$ cat src/rtl/uart_host_pkg.sv
// rtl/uart_host_pkg.sv - shared types and codes for the UART host sequencer
// Purpose: sequencer state enum, wrapper op codes (ren_wen) and baud-rate codes.
// Ports: none (package).
package uart_host_pkg;

    typedef enum logic [1:0] {
        IDLE   = 2'b00,
        PULSE  = 2'b01,
        GAP    = 2'b10,
        RDWAIT = 2'b11
    } seqState_t;

    // ren_wen op codes on control[3:2]
    localparam logic [1:0] OP_NONE = 2'b00;
    localparam logic [1:0] OP_WR   = 2'b01;
    localparam logic [1:0] OP_RD   = 2'b10;
    localparam logic [1:0] OP_CLR  = 2'b11;

    // baud-rate select codes on control[1:0]
    localparam logic [1:0] RATE_DEFAULT = 2'b00;
    localparam logic [1:0] RATE_9600    = 2'b01;
    localparam logic [1:0] RATE_50000   = 2'b10;
    localparam logic [1:0] RATE_115200  = 2'b11;

    function automatic int maxOf3(input int a, input int b, input int c);
        int m;
        m = (a > b) ? a : b;
        return (m > c) ? m : c;
    endfunction

endpackage

$ cat src/rtl/uart_host_if.sv
// rtl/uart_host_if.sv - pin bundle between the sequencer and the UART tapeout wrapper
// Purpose: groups the wrapper control/data/error pins.
// Ports: uart_control[3:0] ({ren_wen, rate}), uart_tx_data[7:0], uart_rx_data[7:0], uart_err.
// Modports: master = sequencer side, slave = wrapper side.
interface uart_host_if;

    logic [3:0] uart_control;
    logic [7:0] uart_tx_data;
    logic [7:0] uart_rx_data;
    logic       uart_err;

    modport master (
        output uart_control,
        output uart_tx_data,
        input  uart_rx_data,
        input  uart_err
    );

    modport slave (
        input  uart_control,
        input  uart_tx_data,
        output uart_rx_data,
        output uart_err
    );

endinterface

$ cat src/rtl/uart_host_rr_arb.sv
// rtl/uart_host_rr_arb.sv - 2-way round-robin arbiter with clear override
// Purpose: picks clear, write or read while enabled; write/read ties alternate.
// Ports: clk, nReset, en (arbitrate this cycle), clrReq/wrReq/rdReq in,
//        grantClr/grantWr/grantRd out (one-hot, combinational).
module uart_host_rr_arb (
    input  logic clk,
    input  logic nReset,
    input  logic en,
    input  logic clrReq,
    input  logic wrReq,
    input  logic rdReq,
    output logic grantClr,
    output logic grantWr,
    output logic grantRd
);

    // 1 = last write/read grant went to write; resets to "read" so write wins the first tie
    logic lastWr;

    always_comb begin
        grantClr = 1'b0;
        grantWr  = 1'b0;
        grantRd  = 1'b0;
        if (en) begin
            if (clrReq) begin
                grantClr = 1'b1;
            end else if (wrReq && rdReq) begin
                grantWr = !lastWr;
                grantRd = lastWr;
            end else begin
                grantWr = wrReq;
                grantRd = rdReq;
            end
        end
    end

    // clear grants leave the write/read fairness pointer untouched
    always_ff @(posedge clk or negedge nReset) begin
        if (!nReset) begin
            lastWr <= 1'b0;
        end else if (grantWr) begin
            lastWr <= 1'b1;
        end else if (grantRd) begin
            lastWr <= 1'b0;
        end
    end

endmodule

$ cat src/rtl/uart_host_sequencer.sv
// rtl/uart_host_sequencer.sv - byte requests to UART wrapper pulse-then-idle control sequences
// Purpose: arbitrates write/read/clear requests, issues one-cycle ren_wen pulses
//          followed by idle gaps, returns read bytes and latches the baud select.
// Ports: clk, nReset; wr_valid/wr_data/wr_ready (write requester);
//        rd_req/rd_ack/rd_valid/rd_data/rd_empty (read requester); clr_req; rate_sel;
//        uart (wrapper pins, master modport); err_sticky, busy, zero_drop status.
module uart_host_sequencer
    import uart_host_pkg::*;
#(
    parameter int GapCycles = 2,
    parameter int RdLatency = 3,
    parameter int WrHold    = 3
) (
    input  logic              clk,
    input  logic              nReset,
    input  logic              wr_valid,
    input  logic [7:0]        wr_data,
    output logic              wr_ready,
    input  logic              rd_req,
    output logic              rd_ack,
    output logic              rd_valid,
    output logic [7:0]        rd_data,
    output logic              rd_empty,
    input  logic              clr_req,
    input  logic [1:0]        rate_sel,
    uart_host_if.master       uart,
    output logic              err_sticky,
    output logic              busy,
    output logic              zero_drop
);

    localparam int CntMax = maxOf3(GapCycles, RdLatency, WrHold);
    localparam int CntW   = $clog2(CntMax + 1);
    localparam logic [CntW-1:0] CntTop   = CntW'(CntMax);
    localparam logic [CntW-1:0] GapEnd   = CntW'(GapCycles);
    localparam logic [CntW-1:0] RdEnd    = CntW'(RdLatency);
    localparam logic [CntW-1:0] HoldLoad = CntW'(WrHold);

    seqState_t       state;
    seqState_t       stateNext;
    logic [1:0]      opReg;
    logic [1:0]      rateReg;
    logic [7:0]      txReg;
    logic [CntW-1:0] phaseCnt;   // cycles elapsed since the PULSE cycle
    logic [CntW-1:0] holdCnt;    // remaining tx hold cycles after PULSE
    logic            grantClr;
    logic            grantWr;
    logic            grantRd;
    logic            inIdle;
    logic            wrZero;
    logic            gapDone;
    logic            rdDone;
    logic            clearDone;

    assign inIdle    = (state == IDLE);
    assign wrZero    = (wr_data == 8'h00);
    assign gapDone   = (phaseCnt >= GapEnd);
    assign rdDone    = (phaseCnt >= RdEnd);
    assign clearDone = (state == GAP) && gapDone && (opReg == OP_CLR);

    uart_host_rr_arb arb (
        .clk      (clk),
        .nReset   (nReset),
        .en       (inIdle),
        .clrReq   (clr_req),
        .wrReq    (wr_valid),
        .rdReq    (rd_req),
        .grantClr (grantClr),
        .grantWr  (grantWr),
        .grantRd  (grantRd)
    );

    always_ff @(posedge clk or negedge nReset) begin
        if (!nReset) begin
            state <= IDLE;
        end else begin
            state <= stateNext;
        end
    end

    always_comb begin
        stateNext = state;
        case (state)
            IDLE: begin
                // a zero-byte write is consumed here without ever reaching the wrapper
                if (grantClr || grantRd || (grantWr && !wrZero)) begin
                    stateNext = PULSE;
                end
            end
            PULSE:  stateNext = GAP;
            GAP: begin
                if (gapDone) begin
                    stateNext = (opReg == OP_RD) ? RDWAIT : IDLE;
                end
            end
            RDWAIT: begin
                if (rdDone) begin
                    stateNext = IDLE;
                end
            end
            default: stateNext = IDLE;
        endcase
    end

    assign wr_ready          = grantWr;
    assign rd_ack            = grantRd;
    assign zero_drop         = grantWr && wrZero;
    assign busy              = !inIdle;
    assign uart.uart_control = {((state == PULSE) ? opReg : OP_NONE), rateReg};
    assign uart.uart_tx_data = txReg;

    always_ff @(posedge clk or negedge nReset) begin
        if (!nReset) begin
            opReg      <= OP_NONE;
            rateReg    <= RATE_DEFAULT;
            txReg      <= 8'h00;
            holdCnt    <= '0;
            phaseCnt   <= '0;
            rd_valid   <= 1'b0;
            rd_data    <= 8'h00;
            rd_empty   <= 1'b0;
            err_sticky <= 1'b0;
        end else begin
            if (grantClr) begin
                opReg <= OP_CLR;
            end else if (grantRd) begin
                opReg <= OP_RD;
            end else if (grantWr) begin
                opReg <= OP_WR;
            end

            // baud select only moves between operations
            if (inIdle && !(grantClr || grantWr || grantRd)) begin
                rateReg <= rate_sel;
            end

            // tx byte appears with PULSE and stays for WrHold cycles after it
            if (grantWr && !wrZero) begin
                txReg   <= wr_data;
                holdCnt <= HoldLoad;
            end else if (holdCnt != '0) begin
                holdCnt <= holdCnt - CntW'(1);
            end else begin
                txReg <= 8'h00;
            end

            if (state == PULSE) begin
                phaseCnt <= CntW'(1);
            end else if (phaseCnt != CntTop) begin
                phaseCnt <= phaseCnt + CntW'(1);
            end

            rd_valid <= (state == RDWAIT) && rdDone;
            if ((state == RDWAIT) && rdDone) begin
                rd_data  <= uart.uart_rx_data;
                rd_empty <= (uart.uart_rx_data == 8'h00);
            end

            // a new error in the clearing cycle wins over the clear
            if (uart.uart_err) begin
                err_sticky <= 1'b1;
            end else if (clearDone) begin
                err_sticky <= 1'b0;
            end
        end
    end

endmodule

$ cat src/flat_wrapper.sv
// flat-port wrapper written by rule: the top's interface ports become plain ports
module uart_host_sequencer_flat import uart_host_pkg::*;
#(
    parameter int GapCycles = 2,
    parameter int RdLatency = 3,
    parameter int WrHold    = 3
)
  (clk, nReset, wr_valid, wr_data, wr_ready, rd_req, rd_ack, rd_valid, rd_data, rd_empty, clr_req, rate_sel, err_sticky, busy, zero_drop, uart_uart_control, uart_uart_tx_data, uart_uart_rx_data, uart_uart_err);
  uart_host_if uart_i ();
  input  logic clk;
  input  logic nReset;
  input  logic wr_valid;
  input  logic [7:0] wr_data;
  output logic wr_ready;
  input  logic rd_req;
  output logic rd_ack;
  output logic rd_valid;
  output logic [7:0] rd_data;
  output logic rd_empty;
  input  logic clr_req;
  input  logic [1:0] rate_sel;
  output logic err_sticky;
  output logic busy;
  output logic zero_drop;
  output wire logic [$bits(uart_i.uart_control)-1:0] uart_uart_control;
  output wire logic [$bits(uart_i.uart_tx_data)-1:0] uart_uart_tx_data;
  input wire logic [$bits(uart_i.uart_rx_data)-1:0] uart_uart_rx_data;
  input wire logic [$bits(uart_i.uart_err)-1:0] uart_uart_err;
  assign uart_uart_control = uart_i.uart_control;
  assign uart_uart_tx_data = uart_i.uart_tx_data;
  assign uart_i.uart_rx_data = uart_uart_rx_data;
  assign uart_i.uart_err = uart_uart_err;
  uart_host_sequencer #(.GapCycles(GapCycles), .RdLatency(RdLatency), .WrHold(WrHold)) u_core (.clk(clk), .nReset(nReset), .wr_valid(wr_valid), .wr_data(wr_data), .wr_ready(wr_ready), .rd_req(rd_req), .rd_ack(rd_ack), .rd_valid(rd_valid), .rd_data(rd_data), .rd_empty(rd_empty), .clr_req(clr_req), .rate_sel(rate_sel), .uart(uart_i), .err_sticky(err_sticky), .busy(busy), .zero_drop(zero_drop));
endmodule
$ cat config.mk
export PLATFORM = sky130hd
export DESIGN_NAME = uart_host_sequencer_flat
export DESIGN_NICKNAME = d
export VERILOG_FILES = /design/src/rtl/uart_host_pkg.sv /design/src/rtl/uart_host_if.sv /design/src/rtl/uart_host_rr_arb.sv /design/src/rtl/uart_host_sequencer.sv /design/src/flat_wrapper.sv
export SDC_FILE = /design/constraint.sdc
export NUM_CORES = 1
export LEC_CHECK = 0
export BUFFER_PORTS_ARGS = -buffer_cell sky130_fd_sc_hd__buf_2
export CAP_MARGIN = 20
export CORE_MARGIN = 2
export CORE_UTILIZATION = 35
export CTS_CLUSTER_DIAMETER = 60
export DETAILED_ROUTE_END_ITERATION = 7
export GPL_TIMING_DRIVEN = 0
export PLACE_DENSITY = 0.66
export SYNTH_ARGS = -nofsm -noshare
export SYNTH_HDL_FRONTEND = slang
export SYNTH_SLANG_ARGS = --single-unit
$ cat constraint.sdc
create_clock -name clk -period 2.3 [get_ports clk]
set_clock_uncertainty 0.1 [all_clocks]
set_input_delay 0.345 -clock clk [delete_from_list [all_inputs] [get_ports clk]]
set_output_delay 0.345 -clock clk [all_outputs]
set_load 0.02 [all_outputs]
==> impl_metrics.yaml <==
logic_synthesis:
  postSynthAreaPerCell_um2: 10.85
  yosysTopAreaCell: "dfrtp_1"
  ys_seq_area_share_pct: 54.05
  syn-num-nets: 155
  async_flop_share_pct: 100.0
  ys_ff_latch: 30
  synth_most_common_cell: "dfrtp_1"
  synth_flop_cell: "dfrtp_1"
  synth_top_area_share_pct: 54.05
  ys.warnings.count: 0
  netlist_top_cells_count: "dfrtp_1 (30), inv_1 (13), nand2_1 (12), mux2_2 (10), nor2_1 (7)"
  synth-edff-count: 0
  synthDistinctLibCells: 33
  syn_area_um2: 1389
  syn_inst: 128
  synth_area_leaders: "dfrtp_1 (54%), mux2_2 (8.1%), inv_1 (3.5%)"
clocking:
  tritoncts: "yes"
  htreeDepth: 2
  cts_sinks: 30
  postCtsHoldBufs: 0
  root_buffer: "clkbuf_8"
  insertion_delay_ps: 280
  cts_max_path_buffers: 2
  numCtsBuffers: 5
  path_clk_slew_ps: 60
worst_setup_path:
  startpoint_type: "register"
  crit_type: "register to output port"
  crit_path_end_kind: "output port"
  cp_max_fo: 8
  arrival_ps: 1740
  crit_required_ps: 1860
sta:
  worst_pin_slew_ps: 653.7
  finalSetupViolCount: 0
  tns_ps: 0
  max_slew_margin_pct: 56.42
  min_period_ps: 2186
  rsz0062_at_grt: "no"
  slew_violations: 0
  hold_viol_final: 13
  min_period_over_period_pct: 95.06
  max_freq_ghz: 0.4574
  whs_ps: -3.612
floorplanning:
  coreArea_um2: 3744
  rows: 22
  die_y_um: 66.99
  die_w_um: 66.99
  start_util_pct: 37.10
  die-area_um2: 4488
  ios: 51
cells_and_area:
  layout-drive-gt1-share_pct: 39.25
  area_delta_synth_final_pct: 29.37
  diodes: 0
  stdcell_area_um2: 1797
  nets: 213
  finalNonFillerCells: 234
outcome:
  violations: "negative hold slack"
  status: "finished with violations"
placed_design:
  placed_area_um2: 1699
  dp_hpwl_mm: 2.023
  port_buffers: 50
  dp.cells: 226
  gp_congestion: 0.7325
power_and_ir_drop:
  power_density_nw_per_um2: 1334
  leakagePower_nw: 0.9279
  peakVddDrop_mv: 0.5810
route:
  initialDrtViolationCount: 41
  route.detailed.drc: 0
  drt_wl_total_mm: 2.796
  antenna_left: 0
  dr.pass1.iters: 4
  wl_per_cell_um: 11.95
  vias: 1111
  routed_via_density: 4.748
global_routing:
  grt_pass1_vias: 1114
  grt_pass1_wl_mm: 4.954
  grt_overflow_total: 0
  antenna_found_initial: 0
  grt_max_degree: 31
  track_usage_pct: 14.87
worst_hold_path:
  min_path_type: "input port to asynchronous set/reset pin"
flow_run:
  max_cap_violations: 0
==> worst paths after layout <==
kind / from / to / slack [ps] / depth (start not counted)
max: u_core.state[1] / zero_drop / 110 / 5
min: nReset / u_core.uart.uart_tx_data[0] / -4 / 1
max in group asynchronous: nReset / u_core.rd_valid / 1680 / 1
max reg2reg: u_core.phaseCnt[1] / u_core.rd_data[2] / 450 / 4
min in group clk: uart_uart_err / u_core.err_sticky / 150 / 2
min reg2reg: u_core.rd_empty / u_core.rd_empty / 390 / 2
==> cell families (layout without fill, tap and decap cells) <==
logic type               count (synthesis)  count (layout)  synth area share, %
buffers and inverters                   19              77                5.675
adder cells (fa/ha/maj)                  3               3                2.703
AND/OR/NAND/NOR                         41              41                16.49
multiplexers                            10              10                8.108
flip-flops                              30              30                54.05
AO/OA/AOI/OAI                           23              23                11.71
XOR/XNOR                                 2               2                1.261
==> repair_timing <==
item / in CTS / in global routing
resized for setup: 1 / 0
endpoints found under the setup margin: 1 / 2
pin swaps: 1 / 1
setup buffers: 0 / 3
==> sequential cells by signal, summed over array words and instances, names as in the netlist <==
signal and count:
u_core.uart.uart_tx_data 8, u_core.rd_empty 1, u_core.rd_valid 1, u_core.state 2, u_core.rateReg 2, u_core.holdCnt 2
u_core.rd_data 8, u_core.phaseCnt 2, u_core.opReg 2, u_core.arb.lastWr 1, u_core.err_sticky 1
==> where the power goes <==
| group | switching [mW] | leakage [nW] | internal, mW | total (mW) |
|---|---|---|---|---|
| combinational | 0.599 | 0.523 | 0.464 | 1.06 |
| clock | 0.182 | 0.0383 | 0.208 | 0.390 |
| sequential | 0.174 | 0.366 | 0.771 | 0.945 |
| total | 0.955 | 0.928 | 1.44 | 2.40 |
==> placed cells by master (no fill, tap or decap), types with 2 or more instances in the layout <==
master | Yosys | final
a21oi_1 | 4 | 4
a22o_1 | 2 | 2
and2_1 | 3 | 3
buf_2 | 0 | 50
buf_4 | 0 | 3
clkbuf_1 | 4 | 4
clkbuf_8 | 0 | 5
dfrtp_1 | 30 | 30
ha_1 | 3 | 3
inv_1 | 13 | 13
mux2_2 | 10 | 10
nand2_1 | 12 | 12
nand2b_1 | 3 | 3
nand3b_1 | 6 | 6
nor2_1 | 7 | 7
nor4_1 | 2 | 2
o21ai_0 | 3 | 3
o21ai_1 | 6 | 6
or4_4 | 2 | 2
xor2_1 | 2 | 2
==> worst max-delay path, stage by stage (launching register included) <==
cell	delay [ps]
dfrtp_1	480
nor3_4	290
and3_1	180
clkbuf_1	190
and2_1	160
buf_2	160
==> routing by layer <==
| metal | wire [um] | vias up | track usage (%) |
|---|---|---|---|
| met3 | 213 | 2 | 6.250 |
| met4 | 25 | 0 | 3.827 |
| met2 | 1221 | 33 | 22.38 |
| li1 | - | 550 | - |
| met1 | 1336 | 526 | 19.70 |
| met5 | 0 | - | 0 |
==> area by class of cell <==
cell class              instances  area [um^2]
flip-flops and latches         30        750.7
clock buffers                   7        76.32
plain buffers                   4        22.52
inverters                      13        48.80
well taps                      48        60.06
repair buffers                 53        272.8
fillers                       368         1947
multi-input cells              79        565.5
==> per-stage QoR <==
step           setup WS [ps]  total power [mW]  util [%]
2_1_floorplan          231.8             1.671         -
3_3_place_gp           216.1             1.991     45.39
3_5_place_dp           231.4             2.005     45.39
4_1_cts                3.097             2.420     47.59
5_1_grt                1.874             2.617     47.99
6_report               113.6             2.398     47.99
Power figures use the tool's default switching activity.
